### src/rtl/vram_arbiter.sv
// vram_arbiter: time-shares one single-port synchronous RAM between video fetch and CPU.
// Each access takes IDLE(grant) -> ISSUE -> DATA; video has priority, limited by a streak guard.
module vram_arbiter #(
  parameter int ADDR_W         = 16,
  parameter int DATA_W         = 8,
  parameter int MAX_VID_STREAK = 4
) (
  input  logic              clk,
  input  logic              reset,
  input  logic              vid_req,
  input  logic [ADDR_W-1:0] vid_addr,
  output logic              vid_ack,
  output logic [DATA_W-1:0] vid_rdata,
  input  logic              cpu_req,
  input  logic              cpu_we,
  input  logic [ADDR_W-1:0] cpu_addr,
  input  logic [DATA_W-1:0] cpu_wdata,
  output logic              cpu_ack,
  output logic [DATA_W-1:0] cpu_rdata,
  output logic [ADDR_W-1:0] mem_addr,
  output logic              mem_we,
  output logic [DATA_W-1:0] mem_wdata,
  input  logic [DATA_W-1:0] mem_rdata,
  output logic              busy
);

  // state  | meaning
  // IDLE   | arbitrate sampled requests, register RAM command on a grant
  // ISSUE  | RAM samples mem_addr/mem_we/mem_wdata
  // DATA   | mem_rdata valid; captured into the owner's rdata, owner acked
  typedef enum logic [1:0] {
    ST_IDLE  = 2'd0,
    ST_ISSUE = 2'd1,
    ST_DATA  = 2'd2
  } state_t;

  localparam logic [3:0] LP_MAX_STREAK = 4'(MAX_VID_STREAK);

  state_t            r_state;
  state_t            w_state_nxt;
  logic [3:0]        r_vid_streak;
  logic [3:0]        w_streak_nxt;
  logic              r_owner_cpu;
  logic              r_cpu_write;
  logic              w_grant_cpu;
  logic              w_grant_vid;
  logic              w_ack_vid;
  logic              w_ack_cpu;

  logic              r_vid_ack;
  logic              r_cpu_ack;
  logic [DATA_W-1:0] r_vid_rdata;
  logic [DATA_W-1:0] r_cpu_rdata;
  logic [ADDR_W-1:0] r_mem_addr;
  logic              r_mem_we;
  logic [DATA_W-1:0] r_mem_wdata;

  always_ff @(posedge clk) begin
    if (!reset) begin
      r_state      <= ST_IDLE;
      r_vid_streak <= 4'd0;
    end else begin
      r_state      <= w_state_nxt;
      r_vid_streak <= w_streak_nxt;
    end
  end

  always_comb begin
    w_state_nxt  = r_state;
    w_streak_nxt = r_vid_streak;
    w_grant_cpu  = 1'b0;
    w_grant_vid  = 1'b0;
    w_ack_vid    = 1'b0;
    w_ack_cpu    = 1'b0;
    case (r_state)
      ST_IDLE: begin
        if (cpu_req && (!vid_req || (r_vid_streak == LP_MAX_STREAK))) begin
          w_grant_cpu  = 1'b1;
          w_streak_nxt = 4'd0;
          w_state_nxt  = ST_ISSUE;
        end else if (vid_req) begin
          w_grant_vid = 1'b1;
          w_state_nxt = ST_ISSUE;
          // Streak only counts grants that made a waiting CPU wait longer.
          if (!cpu_req) begin
            w_streak_nxt = 4'd0;
          end else if (r_vid_streak != LP_MAX_STREAK) begin
            w_streak_nxt = r_vid_streak + 4'd1;
          end
        end else begin
          w_streak_nxt = 4'd0;
        end
      end
      ST_ISSUE: begin
        w_state_nxt = ST_DATA;
      end
      ST_DATA: begin
        w_ack_vid   = !r_owner_cpu;
        w_ack_cpu   = r_owner_cpu;
        w_state_nxt = ST_IDLE;
      end
      default: begin
        w_state_nxt = ST_IDLE;
      end
    endcase
  end

  always_ff @(posedge clk) begin
    if (!reset) begin
      r_owner_cpu <= 1'b0;
      r_cpu_write <= 1'b0;
      r_mem_addr  <= '0;
      r_mem_we    <= 1'b0;
      r_mem_wdata <= '0;
      r_vid_ack   <= 1'b0;
      r_cpu_ack   <= 1'b0;
      r_vid_rdata <= '0;
      r_cpu_rdata <= '0;
    end else begin
      r_vid_ack <= w_ack_vid;
      r_cpu_ack <= w_ack_cpu;
      if (w_grant_cpu) begin
        r_owner_cpu <= 1'b1;
        r_cpu_write <= cpu_we;
        r_mem_addr  <= cpu_addr;
        r_mem_we    <= cpu_we;
        r_mem_wdata <= cpu_wdata;
      end else if (w_grant_vid) begin
        r_owner_cpu <= 1'b0;
        r_cpu_write <= 1'b0;
        r_mem_addr  <= vid_addr;
        r_mem_we    <= 1'b0;
      end else if (r_state == ST_ISSUE) begin
        r_mem_we <= 1'b0;
      end
      if (w_ack_vid) begin
        r_vid_rdata <= mem_rdata;
      end
      if (w_ack_cpu && !r_cpu_write) begin
        r_cpu_rdata <= mem_rdata;
      end
    end
  end

  assign vid_ack   = r_vid_ack;
  assign cpu_ack   = r_cpu_ack;
  assign vid_rdata = r_vid_rdata;
  assign cpu_rdata = r_cpu_rdata;
  assign mem_addr  = r_mem_addr;
  assign mem_we    = r_mem_we;
  assign mem_wdata = r_mem_wdata;
  assign busy      = (r_state != ST_IDLE);

endmodule

### config.mk
export PLATFORM = sky130hd
export DESIGN_NAME = vram_arbiter
export DESIGN_NICKNAME = d
export VERILOG_FILES = /design/src/rtl/vram_arbiter.sv
export SDC_FILE = /design/constraint.sdc
export NUM_CORES = 1
export LEC_CHECK = 0
export ABC_AREA = 1
export BUFFER_PORTS_ARGS = -buffer_cell sky130_fd_sc_hd__buf_2
export CAP_MARGIN = 40
export CORE_MARGIN = 2
export CORE_UTILIZATION = 46
export CTS_CLUSTER_SIZE = 12
export DETAILED_ROUTE_END_ITERATION = 8
export PLACE_DENSITY_LB_ADDON = 0.15
export SYNTH_ARGS = -nofsm -noshare
export SYNTH_HDL_FRONTEND = slang
export SYNTH_SLANG_ARGS = --single-unit
### constraint.sdc
create_clock -name clk -period 1.5 [get_ports clk]
set_input_delay 0 -clock clk [delete_from_list [all_inputs] [get_ports clk]]
set_output_delay 0 -clock clk [all_outputs]
set_load 0.02 [all_outputs]
# Yosys cells after proc, flatten, opt, wreduce, memory -nomap -nowiden
# Index checks and enable logic that the tools add are counted.
[word_totals] output_inout_bits=44 input_bits=53 elab_cells=51 ff_bits=51
[op_classes] n_mux=22 n_addsub=1 eq_ne=6 reduce_logical=11
[op_table] cell="$mux W16" n=2
[op_table] cell="$mux W4" n=4
[op_table] cell="$mux W1" n=13
[op_table] cell="$add A4 B1 Y4 const B" n=1
[op_table] cell="$eq A4 B3 Y1 const B" n=1
[op_table] cell="$mux W2" n=2
[op_table] cell="$ne A4 B2 Y1 const B" n=1
[op_table] cell="$ne A4 B3 Y1 const B" n=1
[op_table] cell="$pmux W2 S2" n=1
[op_table] cell="$reduce_bool A2 Y1" n=2
[op_table] cell="$logic_not A1 Y1" n=3
[op_table] cell="$ne A3 B3 Y1 const B" n=1
[op_table] cell="$reduce_bool A3 Y1" n=1
[op_table] cell="$eq A2 B1 Y1 const B" n=1
[op_table] cell="$eq A2 B2 Y1 const B" n=1
[op_table] cell="$logic_and A1 B1 Y1" n=2
[op_table] cell="$logic_not A2 Y1" n=1
[op_table] cell="$reduce_and A2 Y1" n=1
[op_table] cell="$logic_or A1 B1 Y1" n=1

# Longest topological paths before layout
[depth] ltp_word=7 depth_mapped=10

# Worst setup path after synthesis
# OpenSTA, ideal clock, no wires.
[synth_timing] path_kind="register -> register" from="register r_vid_streak[0]" to="register r_mem_addr[10], in the netlist mem_addr[10]" arrival_time_ns=1.194 path_buffers=1 required_time_ns=1.368 path_slack_ns=0.174 path_stages_with_launch=10 synth_period_minus_slack_ns=1.326 cell_sequence="dfxtp_1 inv_1 ha_1 nand3_1 nand2_1 nand3_2 buf_2 nand2_1 nand2_1 a21oi_1"
[synth_between] elab_chain_len=6
[synth_lines] element="start: declaration" line="41" source="logic [3:0] r_vid_streak;"
[synth_lines] element="start signal: assignment" line="64" source="r_vid_streak <= w_streak_nxt;"
[synth_lines] element="$eq A4 B3 Y1 *" line="77" source="if (cpu_req && (!vid_req || (r_vid_streak == LP_MAX_STREAK))) begin"
[synth_lines] element="$logic_or A1 B1 Y1 *" line="77"
[synth_lines] element="$logic_and A1 B1 Y1 *" line="77"
[synth_lines] element="$mux W1" line="77"
[synth_lines] element="$mux W1" line="75" source="case (r_state)"
[synth_lines] element="$mux W16 or $reduce_bool A2 Y1 (tied branches)"
[synth_lines] element="end signal: assignment" line="125" source="r_mem_addr <= cpu_addr;"
[synth_lines] element="end signal: assignment" line="131" source="r_mem_addr <= vid_addr;"
[synth_lines] element="end: declaration" line="54" source="logic [ADDR_W-1:0] r_mem_addr;"
# Mark *: on every way between the ends. The rest lies on a longest branch, timed or not.
# A chain may end at the register's enable or synchronous reset.

# Worst setup path after layout
[layout_timing] from="register r_vid_streak[1]" to="register r_mem_addr[12], in the netlist mem_addr[12]"
# Same word-level chain as after synthesis.

==> run metrics <==
DR pass1 iterations=5; pin count of the biggest net entering global routing=26; Peak VDD IR=708 uV; Hold Path Class=in2reg; Final Critical Period=1.38 ns; CTS Buffer Depth=2; GR Layer Usage met1=24.9%; Seq. cell area=1020 sq um; busiest grt layer=met2; Iter 0 DRT Violations=60; average size of a mapped cell=7.15 sq um; Net Sw Power=approximately 0.87 mW; Critical path origin=r_vid_streak[1]; Tot GR Track Use=20.3%; share of flip-flops with an asynchronous set or reset=0%; met3 GRT Util=6.39%; endpoints failing setup=0; Post-Syn Instances=297; Clk pwr share=about a third; Setup crit start kind=flip-flop; TritonCTS clock tree=yes; Post-CTS Setup Bufs=0; sequential power share=45.9%; TritonCTS buffer count=5; final net count=471; Int Pwr=~2.3 mW; Post-Layout Cell Count=469; DR vias=2201; area leader, netlist=dfxtp_1; WL final=5300 um; r2r endpoint=mem_addr[12]; combinational share of power=19.4%; CP arrival=approximately 1.6 ns; top-count cell post-synth=nand2_1; power per cell area=between 1000 and 1500 nW/um^2; P&R area growth vs syn=41.9%; gr ovfl total=0; Core Area=approximately 4400 sq um; Final Hold Fails=0; Critical Path End Type=flip-flop; GRT met2 Usage=33.0%; Final WS setup=0.116 ns; Hold Path Cell Cnt=5; Worst R2R Setup Slack=0.12 ns; Slew HR=75.0%; initial antenna violation count=0; Place WS=0.0575 ns; die area=5180 sq um; largest cells by area after synthesis=dfxtp_1, nand2_1, a21oi_1, inv_1, nor2_1; Slew Limit Fails=0; Seq/Total Area, Yosys=slightly below 50%; post-synth top area share=48.1%; number of diodes=0; IO Port Bufs=96; ys flop type=dfxtp_1; Die W=around 70 um; H-Tree Depth=2; reg-to-reg startpoint=r_vid_streak[1]; starting density of the core=48.1%; Reg2Reg Depth=9; DPL Wire Length=3630 um; maxcap violations=0; die height=roughly 72 um; Netlist cell types=23; status=finished, final reports clean; Worst EP required=1.69 ns; global-route wire length before repair=8290 um; Syn Std Cell Area=approximately 2100 sq um; critical path class=reg2reg; root buffer cell=clkbuf_8; crit path to=mem_addr[12]; Multi-input gate area=945 sq um; YS warnings=0; measured slew at the worst slew-check pin=0.374 ns; Placed Cells=443; number of synthesized flops with an enable pin=0; layout cells sized above 1=a little under a third; drc violations=0; GP Congestion=0.813; Rows=24; fin crit share=approximately 92%; Routed Antenna Nets=0; CP max FO=16; Peak Freq=0.723 GHz; register bit total from synthesis=a little over 50; clock slew at reported path FFs=0.09 ns; Post-synth top cells=nand2_1, dfxtp_1, a21oi_1, inv_1, nor2_1; vias in the first global route=1996; I/O pin total=97; leakage=1.57 nW; post-synth net total=~350; Vias per Instance=4.69; Fill cells=between 400 and 500; skew final=0.00477 ns; CTS sink cnt=51; per-cell routed wire length=11.3 um; Sw Ratio=between 20% and 30%; worst skew pair latency=0.30 ns
## worst max-delay path, cell delays in order, from the launching register on
cell and delay, ns:
dfxtp_1 0.37, inv_1 0.07, ha_1 0.17, nand3_1 0.09
nand2_2 0.07, nand3_2 0.12, buf_8 0.17, nand2_1 0.07
nand2_1 0.08, a21oi_1 0.06
## final cells by class
cell class / count / area share (%)
Clock inverter: 3 / 2.24
Inverter: 28 / 3.82
Multi-Input combinational cell: 208 / 31.4
Tap cell: 52 / 2.16
Clock buffer: 5 / 2.28
Timing Repair Buffer: 122 / 24.2
Sequential cell: 51 / 33.9
## routing by layer
layer | share of wire, % | up-vias
met5 | 0 | -
met1 | 45 | 950
li1 | - | 1159
met2 | 46 | 78
met3 | 6.9 | 14
met4 | 2.0 | 0
## placed cells by master, fill, tap and decap left out, types with 2 or more instances in the layout
| master | count |
|---|---|
| nand2_1 | 114 |
| buf_2 | 96 |
| dfxtp_1 | 50 |
| a21oi_1 | 36 |
| inv_1 | 23 |
| nor2_1 | 23 |
| dlygate4sd3_1 | 17 |
| o21ai_0 | 10 |
| nand3_1 | 9 |
| buf_4 | 7 |
| clkbuf_8 | 5 |
| nor2_4 | 3 |
| nand2_2 | 3 |
| clkinvlp_4 | 3 |
| xor2_1 | 2 |
| ha_1 | 2 |
| bufinv_16 | 2 |
## stage by stage
step	util (%)	hold WS [ns]	power (mW)	TNS [ns]	area, sq um
global route	68.3	0.0326	3.38	-0.00176	3010
CTS	67.5	0.00693	3.23	0	2980
detailed placement	60.6	0.250	2.08	0	2680
finish	68.3	0.0151	3.22	0	3010
floorplan	-	0.135	1.88	0	2120
global placement	60.6	0.250	2.07	0	2680
## power groups by stage
stage | combinational [mW] | clock [mW] | sequential [mW]
after floorplan | 0.290 | 0 | 1.59
after global placement | 0.566 | 0 | 1.51
after detailed placement | 0.577 | 0 | 1.51
after CTS | 0.613 | 1.14 | 1.48
after global routing | 0.696 | 1.20 | 1.49
final | 0.625 | 1.11 | 1.48
## repair_timing
item	CTS	global route
resized for setup	0	8
hold buffers	17	0
hold endpoints to repair	26	0
endpoints found under the setup margin	0	29
## cells by family (layout without fill, tap and decap cells)
group / count (synthesis) / count (layout) / synth area share (%)
AOI/OAI and AO/OA: 47 / 47 / 11.2
xor gates and xnor gates: 2 / 2 / 0.825
adders and majority gates: 2 / 2 / 1.18
buffers and inverters: 39 / 158 / 7.96
DFF: 51 / 51 / 48.1
and+or+nand+nor: 156 / 157 / 30.8
## state kept, by name, indices dropped and copies added (netlist names)
signal and cells:
r_cpu_write 1, r_owner_cpu 1, vid_rdata 8, mem_addr 16
mem_wdata 8, r_vid_streak 4, r_state 2, cpu_ack 1
mem_we 1, vid_ack 1, cpu_rdata 8
## how the worst min path moves through the flow
stage / startpoint / to / slack, ns
6_report: vid_addr[6] / mem_addr[6] / 0.02
5_1_grt: vid_addr[11] / mem_addr[11] / 0.03
4_1_cts: vid_addr[9] / mem_addr[9] / 0.007
3_3_place_gp: mem_rdata[3] / cpu_rdata[3] / 0.25
3_5_place_dp: mem_rdata[4] / cpu_rdata[4] / 0.25
2_1_floorplan: mem_rdata[0] / cpu_rdata[0] / 0.13
Note: power is estimated with default switching activity, not from simulation.
